===== src/rtl/fb_pkg.sv =====
// Frame-buffer geometry, pixel format and arbiter state type shared by the
// VGA draw path, the game painters and the write arbiter.
package fb_pkg;

    localparam int FB_W     = 320;
    localparam int FB_H     = 240;
    localparam int FB_DEPTH = FB_W * FB_H;
    localparam int ADDR_W   = 17;
    localparam int DATA_W   = 3;

    // Pixel colours, packed as {B,G,R}
    localparam logic [DATA_W-1:0] COL_BLACK   = 3'b000;
    localparam logic [DATA_W-1:0] COL_RED     = 3'b001;
    localparam logic [DATA_W-1:0] COL_GREEN   = 3'b010;
    localparam logic [DATA_W-1:0] COL_YELLOW  = 3'b011;
    localparam logic [DATA_W-1:0] COL_BLUE    = 3'b100;
    localparam logic [DATA_W-1:0] COL_MAGENTA = 3'b101;
    localparam logic [DATA_W-1:0] COL_CYAN    = 3'b110;
    localparam logic [DATA_W-1:0] COL_WHITE   = 3'b111;

    typedef enum logic {IDLE, SERVE} arb_state_t;

endpackage


===== src/rtl/fb_write_arbiter_if.sv =====
// Bundle between the pixel painters, the write arbiter and RAM port A.
// The arbiter uses the slave view; painters and RAM sit on the master view.
interface fb_write_arbiter_if import fb_pkg::*; #(
    parameter int NUM_REQ = 3
);

    localparam int GRANT_W = $clog2(NUM_REQ);

    logic                        vblank;
    logic [NUM_REQ-1:0]          req_valid;
    logic [NUM_REQ*ADDR_W-1:0]   req_addr;
    logic [NUM_REQ*DATA_W-1:0]   req_data;
    logic [NUM_REQ-1:0]          req_ready;
    logic                        mem_we;
    logic [ADDR_W-1:0]           mem_addr;
    logic [DATA_W-1:0]           mem_wdata;
    logic [GRANT_W-1:0]          grant_id;
    logic                        busy;
    logic                        clear_err;
    logic                        addr_err;

    modport slave (
        input  vblank, req_valid, req_addr, req_data, clear_err,
        output req_ready, mem_we, mem_addr, mem_wdata, grant_id, busy, addr_err
    );

    modport master (
        output vblank, req_valid, req_addr, req_data, clear_err,
        input  req_ready, mem_we, mem_addr, mem_wdata, grant_id, busy, addr_err
    );

endinterface


===== src/rtl/rr_pick.sv =====
// Circular priority picker: finds the first set request at or after ptr,
// wrapping past the top index back to 0.
module rr_pick import fb_pkg::*; #(
    parameter int NUM_REQ = 3,
    parameter int PTR_W   = $clog2(NUM_REQ)
) (
    input  logic [NUM_REQ-1:0] req,
    input  logic [PTR_W-1:0]   ptr,
    output logic               found,
    output logic [PTR_W-1:0]   idx
);

    // Pick the set request with the smallest circular distance from ptr
    always_comb begin
        int ptrI;
        int off;
        int bestOff;
        found   = 1'b0;
        idx     = '0;
        ptrI    = int'(ptr);
        off     = 0;
        bestOff = NUM_REQ;
        for (int j = 0; j < NUM_REQ; j++) begin
            off = (j >= ptrI) ? (j - ptrI) : (j + NUM_REQ - ptrI);
            if (req[j] && (off < bestOff)) begin
                bestOff = off;
                idx     = PTR_W'(j);
                found   = 1'b1;
            end
        end
    end

endmodule


===== src/rtl/fb_write_arbiter.sv =====
// Round-robin owner of the frame-buffer write port. Grants painters only
// during vertical blank, bounds each burst, and drops out-of-range beats
// while flagging them in a sticky error bit.
module fb_write_arbiter import fb_pkg::*; #(
    parameter int NUM_REQ   = 3,
    parameter int MAX_BURST = 16
) (
    input  logic               clock,
    input  logic               reset_n,
    fb_write_arbiter_if.slave  bus
);

    localparam int GRANT_W = $clog2(NUM_REQ);
    localparam int CNT_W   = $clog2(MAX_BURST + 1);
    localparam logic [CNT_W-1:0]   LAST_BEAT   = CNT_W'(MAX_BURST - 1);
    localparam logic [GRANT_W-1:0] LAST_REQ    = GRANT_W'(NUM_REQ - 1);
    localparam logic [ADDR_W:0]    DEPTH_LIMIT = (ADDR_W + 1)'(FB_DEPTH);

    arb_state_t          state, stateNext;
    logic [GRANT_W-1:0]  rrPtr, rrPtrNext;
    logic [GRANT_W-1:0]  owner, ownerNext;
    logic [CNT_W-1:0]    beatCnt, beatCntNext;
    logic                pickFound;
    logic [GRANT_W-1:0]  pickIdx;
    logic                ownerValid;
    logic [ADDR_W-1:0]   ownerAddr;
    logic [DATA_W-1:0]   ownerData;
    logic                serving;
    logic                accept;
    logic                addrOk;

    rr_pick #(
        .NUM_REQ (NUM_REQ),
        .PTR_W   (GRANT_W)
    ) picker (
        .req   (bus.req_valid),
        .ptr   (rrPtr),
        .found (pickFound),
        .idx   (pickIdx)
    );

    assign serving      = (state == SERVE);
    assign accept       = serving && bus.vblank && ownerValid;
    assign addrOk       = ({1'b0, ownerAddr} < DEPTH_LIMIT);
    assign bus.busy     = serving;
    assign bus.grant_id = owner;

    // Select the current owner's request lane from the flattened buses
    always_comb begin
        ownerValid = 1'b0;
        ownerAddr  = '0;
        ownerData  = '0;
        for (int i = 0; i < NUM_REQ; i++) begin
            if (owner == GRANT_W'(i)) begin
                ownerValid = bus.req_valid[i];
                ownerAddr  = bus.req_addr[i*ADDR_W +: ADDR_W];
                ownerData  = bus.req_data[i*DATA_W +: DATA_W];
            end
        end
    end

    // Ready comes only from registered ownership and the vblank level, never from valid
    always_comb begin
        bus.req_ready = '0;
        for (int i = 0; i < NUM_REQ; i++) begin
            bus.req_ready[i] = serving && bus.vblank && (owner == GRANT_W'(i));
        end
    end

    // Next-state logic: grant on vblank, release on full burst, dropped valid or window close
    always_comb begin
        stateNext   = state;
        rrPtrNext   = rrPtr;
        ownerNext   = owner;
        beatCntNext = beatCnt;
        case (state)
            IDLE: begin
                if (bus.vblank && pickFound) begin
                    stateNext   = SERVE;
                    ownerNext   = pickIdx;
                    beatCntNext = '0;
                end
            end
            SERVE: begin
                if (accept) begin
                    beatCntNext = beatCnt + 1'b1;
                end
                if (!bus.vblank || !ownerValid || (accept && (beatCnt == LAST_BEAT))) begin
                    stateNext = IDLE;
                    rrPtrNext = (owner == LAST_REQ) ? '0 : owner + 1'b1;
                end
            end
            default: stateNext = IDLE;
        endcase
    end

    // Arbiter state registers
    always_ff @(posedge clock or negedge reset_n) begin
        if (!reset_n) begin
            state   <= IDLE;
            rrPtr   <= '0;
            owner   <= '0;
            beatCnt <= '0;
        end else begin
            state   <= stateNext;
            rrPtr   <= rrPtrNext;
            owner   <= ownerNext;
            beatCnt <= beatCntNext;
        end
    end

    // Registered RAM write port; address and data hold between writes
    always_ff @(posedge clock or negedge reset_n) begin
        if (!reset_n) begin
            bus.mem_we    <= 1'b0;
            bus.mem_addr  <= '0;
            bus.mem_wdata <= '0;
        end else begin
            bus.mem_we <= accept && addrOk;
            if (accept && addrOk) begin
                bus.mem_addr  <= ownerAddr;
                bus.mem_wdata <= ownerData;
            end
        end
    end

    // Sticky out-of-range flag; a new bad beat beats a simultaneous clear
    always_ff @(posedge clock or negedge reset_n) begin
        if (!reset_n) begin
            bus.addr_err <= 1'b0;
        end else if (accept && !addrOk) begin
            bus.addr_err <= 1'b1;
        end else if (bus.clear_err) begin
            bus.addr_err <= 1'b0;
        end
    end

endmodule

===== src/flat_wrapper.sv =====
// flat-port wrapper written by rule: the top's interface ports become plain ports
module fb_write_arbiter_flat import fb_pkg::*;
#(
    parameter int NUM_REQ   = 3,
    parameter int MAX_BURST = 16
)
  (clock, reset_n, bus_vblank, bus_req_valid, bus_req_addr, bus_req_data, bus_clear_err, bus_req_ready, bus_mem_we, bus_mem_addr, bus_mem_wdata, bus_grant_id, bus_busy, bus_addr_err);
  fb_write_arbiter_if #(.NUM_REQ(NUM_REQ)) bus_i ();
  input  logic clock;
  input  logic reset_n;
  input wire logic [$bits(bus_i.vblank)-1:0] bus_vblank;
  input wire logic [$bits(bus_i.req_valid)-1:0] bus_req_valid;
  input wire logic [$bits(bus_i.req_addr)-1:0] bus_req_addr;
  input wire logic [$bits(bus_i.req_data)-1:0] bus_req_data;
  input wire logic [$bits(bus_i.clear_err)-1:0] bus_clear_err;
  output wire logic [$bits(bus_i.req_ready)-1:0] bus_req_ready;
  output wire logic [$bits(bus_i.mem_we)-1:0] bus_mem_we;
  output wire logic [$bits(bus_i.mem_addr)-1:0] bus_mem_addr;
  output wire logic [$bits(bus_i.mem_wdata)-1:0] bus_mem_wdata;
  output wire logic [$bits(bus_i.grant_id)-1:0] bus_grant_id;
  output wire logic [$bits(bus_i.busy)-1:0] bus_busy;
  output wire logic [$bits(bus_i.addr_err)-1:0] bus_addr_err;
  assign bus_i.vblank = bus_vblank;
  assign bus_i.req_valid = bus_req_valid;
  assign bus_i.req_addr = bus_req_addr;
  assign bus_i.req_data = bus_req_data;
  assign bus_i.clear_err = bus_clear_err;
  assign bus_req_ready = bus_i.req_ready;
  assign bus_mem_we = bus_i.mem_we;
  assign bus_mem_addr = bus_i.mem_addr;
  assign bus_mem_wdata = bus_i.mem_wdata;
  assign bus_grant_id = bus_i.grant_id;
  assign bus_busy = bus_i.busy;
  assign bus_addr_err = bus_i.addr_err;
  fb_write_arbiter #(.NUM_REQ(NUM_REQ), .MAX_BURST(MAX_BURST)) u_core (.clock(clock), .reset_n(reset_n), .bus(bus_i));
endmodule

===== config.mk =====
export PLATFORM = sky130hd
export DESIGN_NAME = fb_write_arbiter_flat
export DESIGN_NICKNAME = d
export VERILOG_FILES = /design/src/rtl/fb_pkg.sv /design/src/rtl/fb_write_arbiter_if.sv /design/src/rtl/rr_pick.sv /design/src/rtl/fb_write_arbiter.sv /design/src/flat_wrapper.sv
export SDC_FILE = /design/constraint.sdc
export NUM_CORES = 1
export LEC_CHECK = 0
export CORE_UTILIZATION = 39
export CTS_CLUSTER_DIAMETER = 30
export DETAILED_ROUTE_END_ITERATION = 12
export PLACE_DENSITY = 0.82
export SLEW_MARGIN = 10
export SYNTH_ARGS = -nofsm -noshare
export SYNTH_HDL_FRONTEND = slang
export SYNTH_SLANG_ARGS = --single-unit

===== constraint.sdc =====
create_clock -name clock -period 3.7 [get_ports clock]
set_input_delay 1.11 -clock clock [delete_from_list [all_inputs] [get_ports clock]]
set_output_delay 1.11 -clock clock [all_outputs]
set_load 0.01 [all_outputs]

==> Word-level counts from Yosys, hierarchy flattened <==
Index checks and enable logic that the tools add are counted.
{ "word_totals": {"ff_bits": 32, "out_inout_bits": 28, "word_cells": 79} }
{ "op_classes": {"addsub": 8, "order_cmp": 7, "n_eq_ne": 5, "muxes": 28, "bitwise": 1, "reduce_logical": 22} }
{ "ops": {"columns": ["cell", "count"], "rows": [
  ["32-bit two-way mux", 5],
  ["32-bit less-than comparator", 2],
  ["17-bit two-way mux", 3],
  ["32-bit by 3-bit less-than comparator with 1-bit output (second input constant)", 1],
  ["17-bit less-than comparator (second input constant)", 1],
  ["1-bit logical AND", 12],
  ["1-bit two-way mux", 11],
  ["5-bit two-way mux", 2],
  ["5-bit one-hot mux with 2 select lines", 1],
  ["3-bit two-way mux", 3],
  ["3-bit by 2-bit subtractor with 4-bit output (first input constant)", 2],
  ["2-bit AND reduction", 3],
  ["1-bit by 2-bit subtractor with 3-bit output (first input constant)", 2],
  ["2-bit by 2-bit subtractor with 3-bit output (first input constant)", 2],
  ["5-bit by 1-bit adder with 5-bit output (second input constant)", 1],
  ["5-bit by 4-bit equality test with 1-bit output (second input constant)", 1],
  ["1-bit by 2-bit greater-or-equal comparator with 1-bit output (first input constant)", 2],
  ["2-bit two-way mux", 2],
  ["1-bit zero test", 3],
  ["2-bit by 1-bit adder with 2-bit output (second input constant)", 1],
  ["2-bit by 1-bit equality test with 1-bit output (second input constant)", 1],
  ["2-bit equality test (second input constant)", 1],
  ["2-bit greater-or-equal comparator (first input constant)", 1],
  ["2-bit zero test", 1],
  ["other kinds (6)", 7]
]} }

==> Logic depth before layout (Yosys ltp) <==
Gate-level depths: netlist (run 1).
{ "logic_depth": {"depth_word": 14, "ltp_mapped": 15, "depth_no_buf": 15} }

==> By module <==
A second synthesis (run 1) with hierarchy kept.
{ "unflattened": {"cells_unflattened": 225, "hier_area_um2": 2172.1} }
{ "modules_own_cells": {"columns": ["module", "n_inst", "cells_each", "area_per_inst_um2", "seq_area_each_um2"], "rows": [
  ["fb_write_arbiter", 1, 180, 1829.3, 800.8],
  ["rr_pick", 1, 45, 342.8, 0.0]
]} }

==> Worst setup path before layout (run 1) <==
OpenSTA, ideal clock, no wires.
{ "synth_path": {"path_kind": "in2reg", "startpoint": "input port bus_req_valid[0]", "endpoint": "register u_core.state (netlist: u_core.bus.busy)", "setup_ps": 129, "arrival_time_ps": 3025, "t_required_ps": 3571, "slack_ps": 546, "path_stages": 13, "path_buffers": 0, "cell_sequence": "nor2b_1 > ha_1 > nor2b_1 > nand2_1 > o21ai_0 > nand2_1 > o21a_1 > ha_1 > o21ai_0 > a21oi_1 > o31ai_1 > a31o_2 > o21bai_1"} }
{ "synth_between": {"elab_chain_len": 11} }
{ "synth_lines": {"columns": ["element", "line_no", "text"], "rows": [
  ["from (decl)", "flat_wrapper.sv:12", "input wire logic [$bits(bus_i.req_valid)-1:0] bus_req_valid;"],
  ["1-bit logical AND", "rr_pick.sv:25", "if (req[j] && (off < bestOff)) begin"],
  ["32-bit two-way mux", "rr_pick.sv:25", null],
  ["32-bit less-than comparator", "rr_pick.sv:25", null],
  ["1-bit logical AND", "rr_pick.sv:25", null],
  ["32-bit two-way mux", "rr_pick.sv:25", null],
  ["32-bit less-than comparator", "rr_pick.sv:25", null],
  ["1-bit logical AND", "rr_pick.sv:25", null],
  ["1-bit two-way mux", "rr_pick.sv:25", null],
  ["1-bit logical AND", "fb_write_arbiter.sv:78", "if (bus.vblank && pickFound) begin"],
  ["1-bit two-way mux", "fb_write_arbiter.sv:78", null],
  ["1-bit one-hot mux with 2 select lines (*)", "fb_write_arbiter.sv:76", "case (state)"],
  ["net u_core.stateNext", "fb_write_arbiter.sv:19", "arb_state_t state, stateNext;"],
  ["to (signal assigned)", "fb_write_arbiter.sv:105", "state <= stateNext;"],
  ["to (decl)", "fb_write_arbiter.sv:19", null]
]} }
The timed path passes the listed nets; every way through them passes the cells marked *.
A chain may end at the register's enable or synchronous reset.

==> Worst setup path in the final report (run 1) <==
{ "layout_path": {"startpoint": "input port bus_vblank", "endpoint": "output port bus_req_ready[1]"} }
{ "layout_between": {"elab_chain_len": 2} }
{ "layout_lines": {"columns": ["element", "line_no", "text"], "rows": [
  ["from (decl)", "flat_wrapper.sv:11", "input wire logic [$bits(bus_i.vblank)-1:0] bus_vblank;"],
  ["1-bit logical AND (2 in series)", "fb_write_arbiter.sv:66", "bus.req_ready[i] = serving && bus.vblank && (owner == GRANT_W'(i));"],
  ["to (decl)", "flat_wrapper.sv:16", "output wire logic [$bits(bus_i.req_ready)-1:0] bus_req_ready;"]
]} }
Every way passes these cells.

==> results by group, run 1 <==
Floorplanning
  – DIE AREA: roughly 5700 um^2
  – Die Span Y: 75.6 um
  – Row count: 26
  – Core Region: ~5200 um^2
  – DIE WIDTH: 75.6 um
  – Initial core utilization: between 40% and 50%
  – Io pins: 95

Global routing
  – First-pass GRT wire length: 8.50 mm
  – Vias in the first global route: 1,854
  – Global route overflow: 0
  – Initial antenna violation count: 0
  – Largest net degree at the start of global routing: 33
  – Gr usage total: about a fifth

STA
  – Slew Viols, Final: 0
  – Worst hold margin: ~0.49 ns
  – Rel. slew slack: 46.6%
  – F_max: 278 MHz
  – Min cycle time layout: 3.60 ns
  – Worst Skew: between 0.003 and 0.004 ns
  – Endpoints failing setup: 0
  – Final hold vios: 0
  – Final period util: a little over nine tenths
  – Worst slew pin tran: roughly 0.8 ns
  – Setup WS post-layout: around 0.098 ns

Place
  – Port Buf Inserts: between 90 and 100
  – Placement Setup Slack: approximately 0.012 ns
  – RD Place Congestion: a little under 0.9
  – Final HPWL DP: approximately 4.4 mm
  – DP Area: 3170 um^2

Clock network
  – Clock sink total: 32
  – CTS tree: done
  – CTS Root Cell: clkbuf_8
  – Post-CTS setup buffers: 0
  – Clk pin slew, worst setup/hold paths: 0.06 ns
  – Worst-Skew Late Latency: 0.28 ns
  – CTS buffer count: 5
  – H-tree level count: 2
  – Deepest clock path buffer count: 2

Final layout
  – Most frequent cells in the layout: 94 x clkdlybuf4s50_1, 32 x nand2_1, 32 x dfrtp_1
  – ANT cells: 0
  – Commonest non-fill, non-tap cell in the layout: clkdlybuf4s50_1
  – Final instance area: around 3300 um^2
  – Syn-to-layout area delta: 54.3%
  – Fin nets: approximately 400
  – Ratio of cells with drive above 1 in the final layout: between 10% and 20%

Routing
  – Routed len/inst: 14.3 um
  – Initial DRC Count: around 100
  – Total number of vias: roughly 2,000
  – Remaining antenna violation count: 0
  – DR DRC count: 0
  – Post-DR vias/cell: between 5 and 6
  – Final wirelength: about 5.6 mm
  – 1st-pass router iterations: 4

Setup path
  – CP Data Required Time: roughly 2.6 ns
  – Setup Crit Path Kind: input pin to primary output
  – Critical path capture point type: primary output
  – Startpoint Class: input pin
  – CP max FO: 6
  – Crit path arrival time: approximately 2.5 ns

Synthesis
  – Synth Flop Type: dfrtp_1
  – Number of synthesized flops with an enable pin: 0
  – Ys async rst share: between 90% and 100%
  – Synth Cell Area: about 2100 um^2
  – FF+latch count, synth: 32
  – Register area share after synthesis: around 38%
  – Library cells used by synthesis: 41
  – Syn Area/Cell: around 9.6 um^2
  – Post-Synthesis Cells: ~220
  – YS warnings: 0
  – Syn_nets: 300

Pwr
  – Power Density: ~640 nW/um^2
  – Peak VDD IR: ~0.34 mV
  – Final total power: around 0.0021 W
  – LEAKAGE: around 1.4 nW

Job
  – Max-cap violations: 0

Outcome
  – Status: completed

Min path
  – Worst hold-check path type: flop to flop
registers in the layout, summed over array words and instances, names as in the netlist:
register / cells
u_core.bus.addr_err: 1
u_core.bus.mem_we: 1
u_core.bus.mem_wdata: 3
u_core.bus.busy: 1
u_core.rrPtr: 2
u_core.bus.grant_id: 2
u_core.bus.mem_addr: 17
u_core.beatCnt: 5
critical path: stages:
cell and delay [ns]:
clkdlybuf4s50_1 0.48, nand2_1 0.14, nor3b_2 0.21, clkdlybuf4s50_1 0.56
cell families after synthesis:
group	after synthesis	share of synthesized area, %
adders and majority gates	12	7.10
buffers and inverters	25	5.09
xor gates and xnor gates	1	0.415
and+or+nand+nor	58	13.1
AOI/OAI and AO/OA	54	16.8
DFF	32	37.9
muxes	39	19.7
what timing repair did:
| item | in CTS | in global routing |
|---|---|---|
| hold buffers | 0 | 0 |
| setup endpoints to repair | 0 | 1 |
| resized for setup | 0 | 1 |
worst paths after layout:
check / startpoint / end / slack, ns / depth (start not counted)
max: bus_vblank / bus_req_ready[1] / 0.1 / 4
min: u_core.bus.mem_addr[12]$_DFFE_PN0P_ / u_core.bus.mem_addr[12]$_DFFE_PN0P_ / 0.49 / 1
max reg2reg: u_core.rrPtr[1]$_DFFE_PN0P_ / u_core.beatCnt[0]$_DFFE_PN0P_ / 0.79 / 15
min reg2reg: u_core.bus.mem_addr[12]$_DFFE_PN0P_ / u_core.bus.mem_addr[12]$_DFFE_PN0P_ / 0.49 / 1
max in group asynchronous: reset_n / u_core.bus.mem_wdata[0]$_DFFE_PN0P_ / 2.19 / 2
min in group asynchronous: reset_n / u_core.bus.mem_addr[7]$_DFFE_PN0P_ / 1.22 / 2
area by class of cell:
cell class,instances,area (um^2)
fillers,405,1910
multi-input cells,164,1210
repair buffers,104,1020
flip-flops and latches,32,801
clock buffers,8,90.1
well taps,70,87.6
inverters,15,56.3
per-stage QoR:
stage | setup TNS [ns] | instances | util [%]
6_report | 0 | 393 | 63.0
3_3_place_gp | 0 | 385 | 61.2
5_1_grt | -0.0248 | 393 | 63.0
4_1_cts | 0 | 393 | 62.9
2_1_floorplan | 0 | 221 | -
3_5_place_dp | 0 | 385 | 61.2
synthesized netlist by cell type, types with 2 or more instances:
cell	number	area share, %
nor2_1	3	0.53
o22ai_1	3	0.89
buf_2	2	0.47
and3_1	4	1.2
ha_1	12	7.1
nor2b_1	5	1.5
mux2_1	7	3.7
nand3_1	2	0.47
mux2_2	13	6.9
inv_1	14	2.5
mux2i_1	19	9.0
o21ai_0	23	5.4
a211oi_1	2	0.71
nand2_1	32	5.7
nand2b_1	2	0.59
buf_1	2	0.36
a22oi_1	7	2.5
o21bai_1	2	0.71
dfrtp_1	32	38
o31ai_1	2	0.71
or3_1	2	0.59
nor3_1	3	0.71
clkbuf_1	4	0.71
nor3b_1	2	0.71
a21oi_1	6	1.4
routing by layer:
layer  GRT usage, %  wire [um]  up-vias
met5              0          0        -
met4           7.61         97        0
met3           3.70        228        8
met2           32.8       2870       51
met1           25.5       2430      942
li1               -          -      986
power breakdown:
| part | total, W | internal, W | switching (W) |
|---|---|---|---|
| combinational | 0.00121 | 0.000639 | 0.000571 |
| sequential | 0.000612 | 0.000493 | 0.000119 |
| clock | 0.000274 | 0.000152 | 0.000123 |
| total | 0.00210 | 0.00128 | 0.000812 |
Power figures use the tool's default switching activity.
==> run 2: changes to the inputs <==
CTS_CLUSTER_DIAMETER = default   (was 30)
clock period = 3.5 ns   (was 3.7 ns; I/O delays follow)
==> run 2 against run 1 <==
Sequential power rose by 7.8%; first-iteration DRC count rose by 7.7%; clock power rose by 28%; worst hold slack got worse by 0.0051 ns; sequential cell count did not move; combinational power rose by 9.9%; design area rose by 1.9%; non-clock buffer count rose by 3; global-route usage rose by 1.2 points; routed wire length rose by 4.5%; critical endpoint is now bus_req_ready[2]; largest cell class unchanged.
==> results by group, run 2 (same netlist as run 1, synthesis figures left out) <==
Clock network
  – Post-CTS setup buffers: 0
  – Hold buffer count at cts: 0
  – Deepest clock path buffer count: 2
  – CTS Root Cell: clkbuf_8
  – H-tree level count: 2
  – Worst-Skew Late Latency: approximately 0.28 ns
  – Post-CTS sizing: 0
  – Clk pin slew, worst setup/hold paths: 0.07 ns
  – CTS tree: done
  – CTS buffer count: 5
  – Clock sink total: 32

Floorplanning
  – Core Region: between 5000 and 6000 um^2
  – Initial core utilization: between 40% and 50%
  – Die Span Y: about 76 um
  – DIE WIDTH: between 70 and 80 um
  – DIE AREA: around 5700 um^2
  – Io pins: 95
  – Row count: 26

STA
  – Worst hold margin: between 0.4 and 0.5 ns
  – F_max: 295 MHz
  – Rel. slew slack: a little over half
  – Setup WS post-layout: between 0.1 and 0.15 ns
  – Worst slew pin tran: approximately 0.70 ns
  – Endpoints failing setup: 0
  – Slew Viols, Final: 0
  – Final period util: 96.9%
  – Worst Skew: 0.00424 ns
  – Min cycle time layout: approximately 3.4 ns
  – Final hold vios: 0
  – RSZ-0062 raised after global routing: false

Setup path
  – Critical path cell sequence: clkdlybuf4s50_1, nand2_1, nor3_1, clkdlybuf4s50_1
  – CP max FO: 4
  – R2R depth: 15
  – Worst r2r src: u_core.rrPtr[1]$_DFFE_PN0P_
  – Crit path arrival time: 2.34 ns
  – CP Data Required Time: ~2.5 ns
  – Startpoint Class: input pin
  – Critical path capture point type: primary output
  – Crit path largest cell delay: approximately 0.57 ns
  – Crit Reg-Reg Endpoint: u_core.bus.busy$_DFF_PN0_
  – Most frequent CP cell: clkdlybuf4s50_1
  – R2R setup slack: about 0.64 ns
  – Setup Crit Path Kind: input pin to primary output
  – Worst path slowest cell: clkdlybuf4s50_1

Min path
  – Worst hold-check path type: flop to flop
  – Hold_sp: u_core.bus.mem_addr[7]$_DFFE_PN0P_
  – Hold Crit Depth: 1
  – WHS Endpoint: u_core.bus.mem_addr[7]$_DFFE_PN0P_

Global routing
  – Initial antenna violation count: 0
  – First-pass GRT wire length: around 9.0 mm
  – Global route overflow: 0
  – Gr usage total: a little over a fifth
  – GR Util met1: 26.8%
  – Global Route met2 Usage: about 36%
  – Grt met3 use: between 3 and 4%
  – Vias in the first global route: just under 2,000
  – Gr busiest metal: met2
  – Largest net degree at the start of global routing: 33

Final layout
  – ANT cells: 0
  – Fin nets: around 400
  – Commonest non-fill, non-tap cell in the layout: clkdlybuf4s50_1
  – Ratio of cells with drive above 1 in the final layout: between 10 and 15%
  – Most frequent cells in the layout: 93 x clkdlybuf4s50_1, 32 x nand2_1, 32 x dfrtp_1
  – Syn-to-layout area delta: 57.3%
  – Most flops, register: u_core.bus.mem_addr
  – Max reg flops: 17
  – Area of the multi-input gates: 1210 um^2
  – Largest registers: u_core.bus.mem_addr: 17 flops, u_core.beatCnt: 5 flops, u_core.bus.mem_wdata: 3 flops
  – Fillcell total: approximately 430
  – Sequential cell area: about 800 um^2

Pwr
  – LEAKAGE: between 1 and 1.5 nW
  – Power Density: ~700 nW/um^2
  – Peak VDD IR: about 0.34 mV

Place
  – Placement Setup Slack: -0.189 ns
  – Final HPWL DP: between 4 and 5 mm
  – RD Place Congestion: slightly below 0.9
  – Port Buf Inserts: between 90 and 100

Routing
  – Post-DR vias/cell: 5.16
  – DR DRC count: 0
  – Remaining antenna violation count: 0
  – 1st-pass router iterations: 4
  – Final wirelength: slightly below 6 mm
  – Initial DRC Count: roughly 110
  – Routed len/inst: between 10 and 15 um
  – Total number of vias: between 2,000 and 2,500

Outcome
  – Status: completed

Job
  – Max-cap violations: 0
## run 2: cell count changes in the layout (fill, tap and decap cells not counted), moves of 2 or more
cell | previous run | this run
buf_4 | 10 | 12
o21ai_1 | 0 | 2
o21ai_0 | 23 | 21
clkbuf_1 | 2 | 0
## run 2: report_power, final
group | internal [W] | switching (W)
Sequential | 0.000521 | 0.000138
Clock | 0.000210 | 0.000139
Combinational | 0.000701 | 0.000626
Total | 0.00143 | 0.000904
## run 2: through the flow
stage / power [W] / cells / setup TNS, ns / util (%) / area (um^2)
2_1_floorplan: 0.00138 / 221 / 0 / - / 2110
3_3_place_gp: 0.00193 / 388 / -0.358 / 61.9 / 3200
3_5_place_dp: 0.00197 / 388 / -0.925 / 61.9 / 3200
4_1_cts: 0.00233 / 396 / 0 / 64.0 / 3310
5_1_grt: 0.00252 / 396 / 0 / 64.2 / 3320
6_report: 0.00234 / 396 / 0 / 64.2 / 3320
## run 2: how the worst max path moves through the flow
stage	startpoint	endpoint	slack, ns	cells past startpoint
2_1_floorplan	bus_req_valid[0]	u_core.bus.busy$_DFF_PN0_	0.41	13
3_3_place_gp	bus_req_valid[0]	u_core.bus.busy$_DFF_PN0_	-0.09	14
3_5_place_dp	bus_req_valid[0]	u_core.bus.busy$_DFF_PN0_	-0.19	14
4_1_cts	bus_vblank	bus_req_ready[1]	0.04	4
5_1_grt	bus_vblank	bus_req_ready[2]	0.01	4
6_report	bus_vblank	bus_req_ready[2]	0.11	4
## run 2: area by class of cell
class | count | share of cell area [%]
inverter | 15 | 1.69
clock inverter | 3 | 1.28
clock buffer | 5 | 2.07
timing repair buffer | 107 | 31.7
multi-input combinational | 164 | 36.5
sequential | 32 | 24.1
tap | 70 | 2.64
## run 2: critical path, delay by kind of cell
| kind | cells | cell delay, ns |
|---|---|---|
| AND/OR/NAND/NOR | 2 | 0.24 |
| buffers and inverters | 2 | 1.05 |
## run 2: routing by layer
metal	vias to the layer above	share of wire (%)
met4	0	1.9
met5	-	0
met1	985	41
met3	10	5.7
met2	57	52
li1	993	-
